File: src/rtl/lmsm_sequencer.sv
// Decode-stage sequencer: passes ordinary instructions through with one cycle of latency and
// expands LM/SM into one micro-op per set mask bit, holding fetch while a sequence runs.
module lmsm_sequencer (
  input  logic        clk,
  input  logic        reset,
  input  logic [15:0] ir_in,
  input  logic        ir_valid,
  input  logic        stall_in,
  input  logic        flush,
  output logic        uop_valid,
  output logic [15:0] uop_ir,
  output logic [2:0]  uop_reg,
  output logic [15:0] uop_offset,
  output logic        first_multiple,
  output logic        last_multiple,
  output logic        fetch_hold
);

  typedef enum logic {IDLE, SEQ} state_t;

  state_t      state, stateNext;
  logic [7:0]  rem, remNext;
  logic [2:0]  cnt, cntNext;

  logic        vld_p0;
  logic [15:0] uopIr_p0;
  logic [2:0]  uopReg_p0;
  logic [15:0] uopOffset_p0;
  logic        first_p0;
  logic        last_p0;

  logic        isMulti;
  logic [7:0]  mask;
  logic [2:0]  maskLow;
  logic [2:0]  remLow;
  logic [7:0]  maskLeft;
  logic [7:0]  remLeft;

  function automatic logic [2:0] lowBit(input logic [7:0] m);
    lowBit = 3'd0;
    for (int i = 7; i >= 0; i--) begin
      if (m[i]) lowBit = 3'(i);
    end
  endfunction

  function automatic logic singleBit(input logic [7:0] m);
    return (m != 8'd0) && ((m & (m - 8'd1)) == 8'd0);
  endfunction

  assign isMulti  = (ir_in[15:13] == 3'b011);
  assign mask     = ir_in[7:0];
  assign maskLow  = lowBit(mask);
  assign remLow   = lowBit(rem);
  assign maskLeft = mask & ~(8'd1 << maskLow);
  assign remLeft  = rem & ~(8'd1 << remLow);

  assign fetch_hold = (state == SEQ) | stall_in;

  // Stage p0: next-state and next-output selection, flush over stall over normal
  always_comb begin
    stateNext    = state;
    remNext      = rem;
    cntNext      = cnt;
    vld_p0       = uop_valid;
    uopIr_p0     = uop_ir;
    uopReg_p0    = uop_reg;
    uopOffset_p0 = uop_offset;
    first_p0     = first_multiple;
    last_p0      = last_multiple;

    if (flush) begin
      stateNext    = IDLE;
      remNext      = 8'd0;
      cntNext      = 3'd0;
      vld_p0       = 1'b0;
      uopIr_p0     = 16'd0;
      uopReg_p0    = 3'd0;
      uopOffset_p0 = 16'd0;
      first_p0     = 1'b0;
      last_p0      = 1'b0;
    end else if (!stall_in) begin
      unique case (state)
        IDLE: begin
          vld_p0       = 1'b0;
          uopIr_p0     = 16'd0;
          uopReg_p0    = 3'd0;
          uopOffset_p0 = 16'd0;
          first_p0     = 1'b0;
          last_p0      = 1'b0;
          if (ir_valid && !isMulti) begin
            vld_p0   = 1'b1;
            uopIr_p0 = ir_in;
          end else if (ir_valid && mask != 8'd0) begin
            vld_p0    = 1'b1;
            uopIr_p0  = ir_in;
            uopReg_p0 = maskLow;
            first_p0  = 1'b1;
            last_p0   = singleBit(mask);
            remNext   = maskLeft;
            cntNext   = 3'd1;
            stateNext = (maskLeft != 8'd0) ? SEQ : IDLE;
          end
        end
        SEQ: begin
          vld_p0       = 1'b1;
          uopReg_p0    = remLow;
          uopOffset_p0 = {13'd0, cnt};
          first_p0     = 1'b0;
          last_p0      = singleBit(rem);
          remNext      = remLeft;
          cntNext      = cnt + 3'd1;
          stateNext    = (remLeft != 8'd0) ? SEQ : IDLE;
        end
        default: stateNext = IDLE;
      endcase
    end
  end

  // Stage p1: registered sequencer state and micro-op outputs
  always_ff @(posedge clk or negedge reset) begin
    if (!reset) begin
      state          <= IDLE;
      rem            <= 8'd0;
      cnt            <= 3'd0;
      uop_valid      <= 1'b0;
      uop_ir         <= 16'd0;
      uop_reg        <= 3'd0;
      uop_offset     <= 16'd0;
      first_multiple <= 1'b0;
      last_multiple  <= 1'b0;
    end else begin
      state          <= stateNext;
      rem            <= remNext;
      cnt            <= cntNext;
      uop_valid      <= vld_p0;
      uop_ir         <= uopIr_p0;
      uop_reg        <= uopReg_p0;
      uop_offset     <= uopOffset_p0;
      first_multiple <= first_p0;
      last_multiple  <= last_p0;
    end
  end

endmodule

File: config.mk
export PLATFORM = sky130hd
export DESIGN_NAME = lmsm_sequencer
export DESIGN_NICKNAME = d
export VERILOG_FILES = /design/src/rtl/lmsm_sequencer.sv
export SDC_FILE = /design/constraint.sdc
export NUM_CORES = 1
export LEC_CHECK = 0
export BUFFER_PORTS_ARGS = -buffer_cell sky130_fd_sc_hd__buf_2
export CORE_MARGIN = 2
export CORE_UTILIZATION = 55
export CTS_BUF_LIST = sky130_fd_sc_hd__clkbuf_8 sky130_fd_sc_hd__clkbuf_16
export CTS_CLUSTER_DIAMETER = 40
export CTS_CLUSTER_SIZE = 10
export DETAILED_ROUTE_END_ITERATION = 16
export GPL_ROUTABILITY_DRIVEN = 0
export PLACE_DENSITY = 0.8
export SETUP_SLACK_MARGIN = 0.4
export SYNTH_ARGS = -nofsm -noshare
export SYNTH_HDL_FRONTEND = slang
export SYNTH_SLANG_ARGS = --single-unit
File: constraint.sdc
create_clock -name clk -period 2.45 [get_ports clk]
set_input_delay 0.1225 -clock clk [delete_from_list [all_inputs] [get_ports clk]]
set_output_delay 0.1225 -clock clk [all_outputs]
set_load 0.02 [all_outputs]
## After elaboration in Yosys (flattened, before gate mapping)

Cells that the tools add are included.

| cells by class | value |
|---|---|
| $add $sub $neg | 3 |
| eq/ne operators | 5 |
| shifts and indexed selects | 2 |
| muxes and demuxes | 60 |
| bitwise operators | 8 |
| reduce and logical (&&, ||, !) cells | 13 |

Operators with widths:

| cell | count |
|---|---|
| 16-bit two-way mux | 7 |
| 3-bit two-way mux | 24 |
| 8-bit bitwise AND | 4 |
| 8-bit two-way mux | 4 |
| 16-bit case mux with 2 select lines | 1 |
| 8-bit nonzero test | 4 |
| 1-bit two-way mux | 17 |
| 8-bit zero test | 2 |
| 8-bit NOT | 2 |
| 8-bit case mux with 2 select lines | 1 |
| 1-bit by 3-bit left shift with 8-bit output, first input constant | 2 |
| 8-bit by 1-bit subtractor with 8-bit output, second input constant | 2 |
| 3-bit case mux with 2 select lines | 2 |
| 1-bit case mux with 2 select lines | 4 |
| 3-bit inequality test, second input constant | 2 |
| 1-bit logical AND | 4 |
| 3-bit by 1-bit adder with 3-bit output, second input constant | 1 |
| 3-bit by 2-bit equality test with 1-bit output, second input constant | 1 |
| 3-bit AND reduction | 1 |
| 2-bit by 1-bit inequality test with 1-bit output, second input constant | 1 |
| 2-bit inequality test, second input constant | 1 |
| 2-bit AND reduction | 1 |
| 1-bit zero test | 1 |
| 1-bit NOT | 1 |
| 1-bit OR | 1 |

| storage, ports and cells | value |
|---|---|
| register bits | 50 |
| output and inout bits | 39 |
| logic and storage cells | 100 |

## Longest topological paths before layout

Gate-level depths: netlist (run 1).

| logic depth | value |
|---|---|
| depth after elaboration | 18 |
| gate-level depth with buffers | 8 |

## Least setup slack after synthesis (run 1)

Ideal clock, no wire load.

| timing | value |
|---|---|
| kind | reg2reg |
| from | register rem[2] |
| to | register last_multiple |
| data arrival time | 1.522 ns |
| path slack | 0.817 ns |
| cell stages (with the launch flop) | 7 |
| path buffers | 1 |
| path through | dfrtp_1 buf_2 nor4_4 xnor2_1 o41ai_2 o21ai_0 a2111oi_2 |

| on the way | value |
|---|---|
| cells in the longest elaborated chain, start to end | 7 |
| elaborated cells between the ends (all ways) | 8 |
| classes of those cells | add/sub: 1; mux: 3; bitwise: 1; reduce/logical: 3 |

Ends and longest elaborated chain:

| element | RTL line | source |
|---|---|---|
| start: declaration | 22 | `logic [7:0] rem, remNext;` |
| start signal: assignment | 133 | `rem <= remNext;` |
| 8-bit by 1-bit subtractor with 8-bit output | 47 | `return (m != 8'd0) && ((m & (m - 8'd1)) == 8'd0);` |
| 8-bit bitwise AND | 47 |  |
| 8-bit zero test | 47 |  |
| 1-bit logical AND (*) | 47 |  |
| 1-bit case mux with 2 select lines (*) | 82 | `unique case (state)` |
| 1-bit two-way mux (*) | 81 | `end else if (!stall_in) begin` |
| 1-bit two-way mux (*) | 71 | `if (flush) begin` |
| end signal: assignment | 140 | `last_multiple <= last_p0;` |
| end: declaration | 15 | `output logic last_multiple,` |

Mark *: on every way between the ends. The rest lies on a longest branch, timed or not. The select of a mux whose other input is x is not followed.
A chain may end at the register's enable or synchronous reset.

## Final worst setup path (run 1)

Ends and elaborated chain as after synthesis.

==> results of run 1 <==
-- Yosys cell counts (2+ instances only) --
master and number:
mux2_2 2, a31oi_1 3, buf_6 4, o21ai_0 13
buf_4 13, nor2_1 27, o21bai_1 3, a22o_1 15
o31ai_1 2, nor4_1 2, maj3_1 2, and3_1 2
nor2b_1 6, o211ai_1 2, nand3_1 4, o32ai_1 2
dfrtp_1 37, inv_1 7, a311oi_1 2, a221oi_1 4
or3_1 2, nand2b_1 3, buf_2 8, nor4_4 2
nand2_1 14, nor3_1 9, nand4b_1 2, clkbuf_1 9
a21oi_1 14, a22oi_1 4
-- worst max-delay path, delay by kind of cell (launching register included) --
kind / cells / cell delay, ns
simple gates: 1 / 0.42
xor+xnor: 1 / 0.12
compound gates: 3 / 0.64
flops: 1 / 0.49
-- worst min path at each step --
stage	start	end	slack (ns)	depth (start not counted)
6_report	ir_in[11]	uop_ir[11]	0.06	2
5_1_grt	ir_in[12]	uop_ir[12]	0.06	2
4_1_cts	ir_in[11]	uop_ir[11]	0.05	2
3_5_place_dp	reset	uop_ir[12]	0.26	1
3_3_place_gp	reset	uop_ir[11]	0.26	1
2_1_floorplan	reset	cnt[0]	-0.17	0
-- power by group through the flow --
stage / Clock (mW) / Sequential, mW / Combinational [mW]
after floorplan: 0 / 0.664 / 0.135
after global placement: 0 / 0.649 / 0.189
after detailed placement: 0 / 0.650 / 0.191
after CTS: 0.433 / 0.638 / 0.193
after global routing: 0.449 / 0.640 / 0.212
final: 0.419 / 0.638 / 0.193
-- stage by stage --
step / utilization (%) / hold WS (ns) / instance area (sq um) / instances
6_report: 62.2 / 0.0574 / 2470 / 327
4_1_cts: 62.2 / 0.0483 / 2470 / 327
3_3_place_gp: 59.8 / 0.257 / 2370 / 319
2_1_floorplan: - / -0.173 / 2290 / 256
3_5_place_dp: 59.8 / 0.259 / 2370 / 319
5_1_grt: 62.2 / 0.0585 / 2470 / 327
-- cells by family after synthesis --
family | count (synthesis)
buffers and inverters | 42
adders and majority gates | 3
muxes | 2
DFF | 37
AOI/OAI and AO/OA | 78
other | 1
and+or+nand+nor | 80
xor gates and xnor gates | 1
-- per-layer routing --
| metal | part of all wire (%) | global-route usage (%) | routed length (microns) |
|---|---|---|---|
| met5 | 0 | 0 | 0 |
| met4 | 1.8 | 10.3 | 89 |
| met3 | 6.9 | 4.93 | 339 |
| met2 | 46 | 34.4 | 2260 |
| met1 | 46 | 32.0 | 2260 |
-- what timing repair did --
item,4_1_cts,5_1_grt
hold buffers,1,0
setup buffers,0,0
endpoints found under the hold margin,37,0
-- area by class of cell --
| type | count | area, sq um | share of cell area (%) |
|---|---|---|---|
| flip-flops and latches | 37 | 926 | 37.5 |
| repair buffers | 49 | 255 | 10.3 |
| inverters | 7 | 26.3 | 1.06 |
| well taps | 50 | 62.6 | 2.53 |
| clock buffers | 6 | 82.6 | 3.34 |
| multi-input cells | 177 | 1110 | 45.1 |
| clock inverters | 1 | 3.75 | 0.152 |
==> summary.txt, run 1 <==
Clocking
  – Worst-path clk slew: 0.07 ns
  – CTS buffer count: 5
  – Clock net sink count: 37
  – CTS max path bufs: 2
  – CTS tree: done
  – Worst-skew pair later-pin latency: 0.29 ns
  – Htree depth: 2
  – Post_cts resized: 0
  – CTS root buf: clkbuf_8

Final layout
  – Filler instances: 353
  – Layout area overhead: 10.2%
  – Most frequent cells in the layout: buf_2, dfrtp_1, nor2_1
  – Biggest regs: uop_ir (16), rem (8)
  – Final #Nets: 299
  – Commonest non-fill, non-tap cell in the layout: buf_2
  – Layout cell share with drive strength beyond 1: 22.4%
  – Top reg by flops: uop_ir
  – # diodes: 0
  – Max reg flops: 16

Power
  – Int Pwr: 0.907 mW
  – Psw: 0.344 mW
  – Leakage: 1.19 nW
  – Combinational share of power: 15.4%
  – Cell area power density: between 500 and 600 mW/mm^2
  – Seq pwr share: 51.0%
  – Clock power share: 33.5%
  – Pwr Total: 1.25 mW
  – Worst vdd rail ir drop: 0.000330 V
  – Net Sw Frac: 27.5%

GRT
  – Initial antenna violation count: 0
  – First-pass GRT wire length: 7850 microns
  – Gr usage total: 22.9%
  – Vias in the first global route: 1,646
  – GR Overflow Total: 0
  – Largest net degree at the start of global routing: 38

Floorplanning
  – Top Ports: 60
  – Row count: 23
  – Die X-Extent: 67.8 microns
  – Area of the core: 0.00397 sq mm
  – Starting Density: 56.4%
  – Die height: 67.8 microns
  – Area of the die: 0.00460 sq mm

Worst setup path
  – Reg2Reg Launch Point: rem[2]
  – Critical path endpoint: last_multiple
  – Worst path max stage delay: 0.49 ns
  – Crit path cell chain: nor4_4, xnor2_1, o41ai_2, o21ai_0, a2111oi_2
  – Kind of critical path: reg -> reg
  – WP data required: 2.63 ns
  – Reg2Reg Setup Slack: 0.67 ns
  – Worst flop-to-flop path endpoint: last_multiple
  – Critical Path Sink Type: register
  – Crit path launch type: register
  – Crit-path max FO: 8
  – Worst r2r path cells: 5
  – Crit path launch: rem[2]
  – Data arrival, critical path: 1.96 ns
  – Slowest CP cell: dfrtp_1

Synth
  – Top-area cell type share of the netlist area: 41.3%
  – Post-Synth XOR/XNOR Area: 0.391%
  – #FFs+latches synth: 37
  – Mean Syn Cell Area: just over 9 sq um
  – Complex-gate fraction of the synthesized area: 25.6%
  – Post-Syn Area: 0.00224 sq mm
  – Synth unique cells: 55
  – Synth Area in Simple Gates: 19.0%
  – Adder-Cell Fraction of Synth Area: about 1.5%
  – Sequential share of the synthesized area: between 40% and 50%
  – Yosys warning count: 0
  – Mux share of post-synthesis cell area: 1.01%
  – Dominant cell type by area after synthesis: dfrtp_1
  – Largest cells by area after synthesis: dfrtp_1, a22o_1, nor2_1
  – Post-synth EDFFs: 0
  – Most used DFF post-synth: dfrtp_1
  – Cell count after synthesis: 244
  – Largest family of logic cells by synthesized area: compound AO/OA/AOI/OAI gates
  – Async SR Flop Fraction: 100%

STA
  – Final setup violation count: 0
  – Final Hold Viols: 0
  – Actual slew at the worst max-slew pin: 0.919 ns
  – Max Slew Vio Count: 0
  – Final TNS setup: 0 ns
  – Fmax: between 500 and 600 MHz
  – RSZ-0062 raised after global routing: no
  – Post-route setup slack: 0.667 ns
  – Clk_skew: approximately 0.0095 ns
  – Slew Limit Headroom: 38.5%
  – Period utilization: 72.8%
  – Min cycle time layout: 1.78 ns

Hold path
  – Tightest Hold Check Type: in -> reg

Routing
  – ANT nets after route: 0
  – Router iterations before antenna repair: 4
  – Starting DRC count in detailed routing: between 100 and 150
  – Avg WL per Cell: 15.1 microns
  – WL final: approximately 4900 microns
  – Drt drc: 0
  – Via count: 1,965
  – Vias/cell: around 6.0

Placement
  – IO Port Bufs: 46
  – Dpl hpwl: 3510 microns
  – Place WS: 0.691 ns

Run
  – MaxCap Viol Count: 0

Outcome
  – Status: finished, final reports clean
(Power assumes the default switching activity.)
==> run 2, diff against run 1 <==
- CORE_UTILIZATION: 55 -> 47
- PLACE_DENSITY: 0.8 -> 0.72
- clock period: 2.45 -> 1.6 ns (I/O delays scaled with it)
==> run 2 against run 1 <==
Against the previous run: non-clock buffer count increased by 47; the flow now finishes with violations (negative hold slack, negative setup slack); highest routed layer unchanged; sequential cell count stayed put; hold slack worse by 0.060 ns.
==> summary.txt, run 2 (same netlist as run 1, synthesis figures left out) <==
Clocking
  – Worst-path clk slew: about 0.09 ns
  – Worst-skew pair later-pin latency: 0.31 ns
  – CTS buffer count: 5
  – CTS max path bufs: 2
  – CTS root buf: clkbuf_8
  – Clock net sink count: 37
  – CTS tree: done
  – Htree depth: 2

STA
  – RSZ-0062 raised after global routing: yes
  – Final TNS setup: -0.103 ns
  – Final Hold Viols: 1
  – Slew Limit Headroom: 65.4%
  – Period utilization: 106%
  – Min cycle time layout: approximately 1.7 ns
  – Actual slew at the worst max-slew pin: approximately 0.52 ns
  – Max Slew Vio Count: 0
  – Clk_skew: approximately 0.014 ns
  – Final setup violation count: 3
  – Post-route setup slack: -0.0952 ns
  – Hold_ws: -0.00243 ns
  – Fmax: a little under 600 MHz

Outcome
  – Violated checks: negative hold slack, negative setup slack
  – Status: complete, but fails checks

Worst setup path
  – CP Depth: 5
  – Kind of critical path: reg -> reg
  – Crit path buf inv count: 0
  – Reg2Reg Setup Slack: -0.1 ns
  – Worst path max stage delay: approximately 0.48 ns
  – Top delay family on crit path: compound AO/OA/AOI/OAI gates
  – Worst flop-to-flop path endpoint: last_multiple
  – Critical path endpoint: last_multiple
  – Data arrival, critical path: 1.90 ns
  – Crit path launch type: register
  – Reg2Reg Launch Point: rem[3]
  – Crit path launch: rem[3]
  – Worst r2r path cells: 5
  – WP data required: 1.80 ns
  – Critical Path Sink Type: register
  – Slowest CP cell: dfrtp_2
  – Crit path cell chain: maj3_1, o21a_1, nor2_1, o21ai_1, a2111oi_2
  – Crit-path max FO: 6

GRT
  – Largest net degree at the start of global routing: 38
  – Vias in the first global route: 2,195
  – Initial antenna violation count: 0
  – First-pass GRT wire length: between 10,000 and 15,000 microns
  – GR Overflow Total: 0
  – Gr usage total: a little over a quarter

Power
  – Pwr Total: approximately 2.3 mW
  – Cell area power density: between 700 and 800 mW/mm^2
  – Worst vdd rail ir drop: 0.000629 V
  – Leakage: 1.49 nW

Floorplanning
  – Area of the die: approximately 0.0053 sq mm
  – Starting Density: 48.1%
  – Die X-Extent: 73.1 microns
  – Top Ports: 60
  – Area of the core: 0.00466 sq mm
  – Die height: 73.1 microns
  – Row count: 25

Final layout
  – Layout cell share with drive strength beyond 1: approximately 46%
  – Design area: 0.00323 sq mm
  – # diodes: 0
  – Commonest non-fill, non-tap cell in the layout: buf_2
  – Top reg by flops: uop_ir
  – Biggest regs: uop_ir (16), rem (8)
  – Final #Nets: 348
  – Layout area overhead: 44.0%
  – Max reg flops: 16
  – Most frequent cells in the layout: buf_2, dfrtp_1, buf_4

Routing
  – Via count: 2,282
  – Avg WL per Cell: 18.6 microns
  – Router iterations before antenna repair: 4
  – ANT nets after route: 0
  – WL final: 7100 microns
  – Starting DRC count in detailed routing: 200
  – Drt drc: 0
  – Vias/cell: 5.99

Placement
  – Place WS: -0.0780 ns
  – Placed Area: 0.00264 sq mm
  – Dpl hpwl: roughly 4200 microns
  – IO Port Bufs: 46

Run
  – MaxCap Viol Count: 0

Hold path
  – Tightest Hold Check Type: in -> reg
[run 2: worst min path at each step]
| stage | from | depth (start not counted) | end |
|---|---|---|---|
| floorplan | reset | 0 | cnt[0] |
| global placement | reset | 2 | uop_ir[11] |
| detailed placement | reset | 2 | uop_ir[12] |
| CTS | ir_in[10] | 2 | uop_ir[10] |
| global route | ir_in[10] | 2 | uop_ir[10] |
| finish | ir_in[10] | 2 | uop_ir[10] |
[run 2: cell type report]
class	count	area (sq um)
Clock buffer	6	82.6
Tap cell	54	67.6
Clock inverter	2	37.5
Inverter	7	28.8
Multi-Input combinational cell	179	1390
Timing Repair Buffer	96	692
Sequential cell	37	932
Fill cell	333	1430
[run 2: routing by layer]
metal | up-vias | track usage (%) | wire (microns)
met5 | - | 0 | 0
met2 | 101 | 41.8 | 3550
li1 | 1038 | - | -
met3 | 27 | 6.35 | 446
met1 | 1116 | 34.1 | 2850
met4 | 0 | 14.2 | 259
[run 2: stage by stage]
| step | hold WS (ns) | util [%] | instances |
|---|---|---|---|
| floorplan | -0.216 | - | 256 |
| global placement | 0.145 | 56.7 | 352 |
| detailed placement | 0.153 | 56.7 | 352 |
| CTS | 0.000485 | 66.3 | 377 |
| global route | 0.00356 | 69.2 | 381 |
| finish | -0.00243 | 69.2 | 381 |
[run 2: where the power goes]
group,internal [mW],total (mW),leakage [nW],switching (mW)
registers,0.959,0.976,0.500,0.0168
logic,0.166,0.427,0.936,0.261
clock network,0.507,0.867,0.0574,0.360
total,1.63,2.27,1.49,0.638
[run 2: worst register-to-register path: stages (launching register included)]
cell and delay [ns]:
dfrtp_2 0.48, maj3_1 0.40, o21a_1 0.19, nor2_1 0.11, o21ai_1 0.10, a2111oi_2 0.31
[run 2: repair_timing]
item	in CTS	in global routing
cloned	1	1
endpoints found under the setup margin	30	34
hold buffers	5	0
pin swaps	24	14
hold endpoints to repair	41	0
resized for setup	48	24
buffers inserted	11	3
==> run 3, diff against run 2 <==
--- a/config.mk
+++ b/config.mk
@@ -15,4 +15,5 @@
 export GPL_ROUTABILITY_DRIVEN = 0
 export PLACE_DENSITY = 0.72
+export REMOVE_ABC_BUFFERS = 1
 export SETUP_SLACK_MARGIN = 0.4
 export SYNTH_ARGS = -nofsm -noshare
==> constraint.sdc (replaced) <==
create_clock -name clk -period 1.6 [get_ports clk]
set_input_delay 0.16 -clock clk [delete_from_list [all_inputs] [get_ports clk]]
set_output_delay 0.16 -clock clk [all_outputs]
set_load 0.02 [all_outputs]
==> run 3 against run 2 <==
Against the previous run: clock power shrank 24%; wire length down 10%; sequential cell count is the same; clock-buffer cell count stayed put; non-clock buffer count grew 3; core utilization shrank 2.1 points; global-route usage decreased by 2.3 points; the run ends with negative setup slack left; die area did not move; first-iteration DRC count is 15% lower; setup slack lost 0.030 ns; combinational power down 1%; via count decreased by 3.2%.
==> summary.txt, run 3 (same netlist as run 1, synthesis figures left out) <==
Outcome
  – Status: complete, but fails checks
  – Violated checks: negative setup slack

Routing
  – Routed wl met3: 357 microns
  – Drt drc: 0
  – Top routing layer in use: met4
  – Avg WL per Cell: 16.7 microns
  – Via count: 2,209
  – DR WL met2: 3150 microns
  – Vias/cell: 5.80
  – Router iterations before antenna repair: 5
  – Met1 wire length: 2720 microns
  – WL final: 6380 microns
  – Starting DRC count in detailed routing: 170
  – ANT nets after route: 0

Hold path
  – Hold path cells: 2
  – Tightest Hold Check Type: in -> reg
  – Worst hold start: ir_in[10]

STA
  – Final Hold Viols: 0
  – Period utilization: 108%
  – Final setup violation count: 1
  – Max Slew Vio Count: 0
  – Post-route setup slack: -0.125 ns
  – Clk_skew: between 0.007 and 0.008 ns
  – Final TNS setup: -0.125 ns
  – Min cycle time layout: approximately 1.7 ns
  – Fmax: between 500 and 600 MHz
  – RSZ-0062 raised after global routing: yes

Floorplanning
  – Top Ports: 60
  – Die height: 73.1 microns
  – Die X-Extent: 73.1 microns
  – Area of the die: 0.00534 sq mm
  – Row count: 25
  – Starting Density: just under 50%
  – Area of the core: 0.00466 sq mm

Power
  – Leakage: roughly 1.5 nW
  – Int Pwr: 1.47 mW
  – Net Sw Frac: between 20% and 30%
  – Psw: slightly below 0.6 mW
  – Combinational share of power: about a fifth
  – Pwr Total: ~2 mW
  – Clock power share: 32.1%
  – Worst vdd rail ir drop: 0.000616 V
  – Seq pwr share: 47.4%
  – Cell area power density: 658 mW/mm^2

Worst setup path
  – Crit path launch: rem[3]
  – Crit-path max FO: 6
  – Reg2Reg Launch Point: rem[3]
  – Critical Path Sink Type: register
  – Data arrival, critical path: 1.90 ns
  – Worst path max stage delay: 0.46 ns
  – WP data required: 1.78 ns
  – Crit path launch type: register
  – Kind of critical path: reg -> reg
  – Crit path cell chain: nor4_4, xnor2_1, o41ai_2, o21ai_1, a2111oi_2
  – Worst r2r path cells: 5
  – Slowest CP cell: dfrtp_2
  – Critical path endpoint: last_multiple
  – Worst flop-to-flop path endpoint: last_multiple
  – Reg2Reg Setup Slack: -0.13 ns

Clocking
  – CTS root buf: clkbuf_8
  – CTS tree: done
  – CTS max path bufs: 2
  – CTS buffer count: 5
  – Worst-skew pair later-pin latency: roughly 0.29 ns
  – Worst-path clk slew: 0.07 ns
  – Clock net sink count: 37
  – Htree depth: 2

Final layout
  – Most frequent cells in the layout: buf_2, buf_4, dfrtp_1
  – Register area: approximately 930 sq um
  – Final core utilization: 67.1%
  – Final #Nets: ~350
  – Biggest regs: uop_ir (16), rem (8)
  – Top reg by flops: uop_ir
  – Layout cell share with drive strength beyond 1: 44.6%
  – Multi-input logic area: between 0.001 and 0.0015 sq mm
  – # diodes: 0
  – Layout area overhead: 39.6%
  – Commonest non-fill, non-tap cell in the layout: buf_2
  – Max reg flops: 16
  – Filler instances: between 300 and 400
  – Design area: 0.00313 sq mm

GRT
  – First-pass GRT wire length: just over 10,000 microns
  – Largest net degree at the start of global routing: 38
  – Gr usage total: 24.4%
  – Initial antenna violation count: 0
  – Vias in the first global route: approximately 2,100
  – GR Overflow Total: 0

Run
  – MaxCap Viol Count: 0

Placement
  – Placed Area: 0.00265 sq mm
  – IO Port Bufs: 46
  – Dpl hpwl: 4130 microns
run 3: power by group through the flow:
stage / registers, mW / clock network, mW / logic, mW
2_1_floorplan: 1.02 / 0 / 0.130
3_3_place_gp: 0.992 / 0 / 0.343
3_5_place_dp: 0.993 / 0 / 0.348
5_1_grt: 0.978 / 0.696 / 0.454
6_report: 0.976 / 0.660 / 0.421
4_1_cts: 0.975 / 0.668 / 0.392
run 3: per-stage QoR:
| step | instances | hold slack (ns) | setup WS (ns) |
|---|---|---|---|
| final | 381 | 0.0871 | -0.125 |
| after global routing | 381 | 0.0950 | -0.215 |
| after CTS | 376 | 0.0872 | -0.0756 |
| after detailed placement | 358 | 0.237 | -0.138 |
| after global placement | 358 | 0.229 | -0.0908 |
| after floorplan | 221 | -0.136 | -0.0885 |
run 3: area by class of cell:
cell class              count  area share [%]
well taps                  54            2.16
flip-flops and latches     37            29.8
multi-input cells         177            42.1
clock buffers               6            2.64
clock inverters             1           0.120
repair buffers             99            22.3
inverters                   7           0.920
run 3: timing repair:
action / 4_1_cts / 5_1_grt
hold endpoints to repair: 37 / 0
pin swaps: 10 / 12
buffers inserted: 10 / 5
hold buffers: 1 / 0
gates cloned: 0 / 0
gates resized for setup: 47 / 20
setup endpoints to repair: 34 / 36
run 3: how the worst min path moves through the flow:
stage	slack, ns	to
final	0.09	uop_ir[10]
after CTS	0.09	uop_ir[10]
after global routing	0.09	uop_ir[9]
after detailed placement	0.24	uop_ir[12]
after floorplan	-0.14	cnt[0]
after global placement	0.23	uop_ir[12]
run 3: metal layers:
metal	vias up	global-route usage, %
met5	-	0
met4	0	8.44
met3	20	5.11
met2	91	39.2
met1	1063	32.5
li1	1035	-
run 3: critical path: cells and delay by family, from the launching register on:
kind	cells	cell delay [ns]
AND/OR/NAND/NOR	1	0.40
flip-flops	1	0.46
AO/OA/AOI/OAI	3	0.63
XOR/XNOR	1	0.12
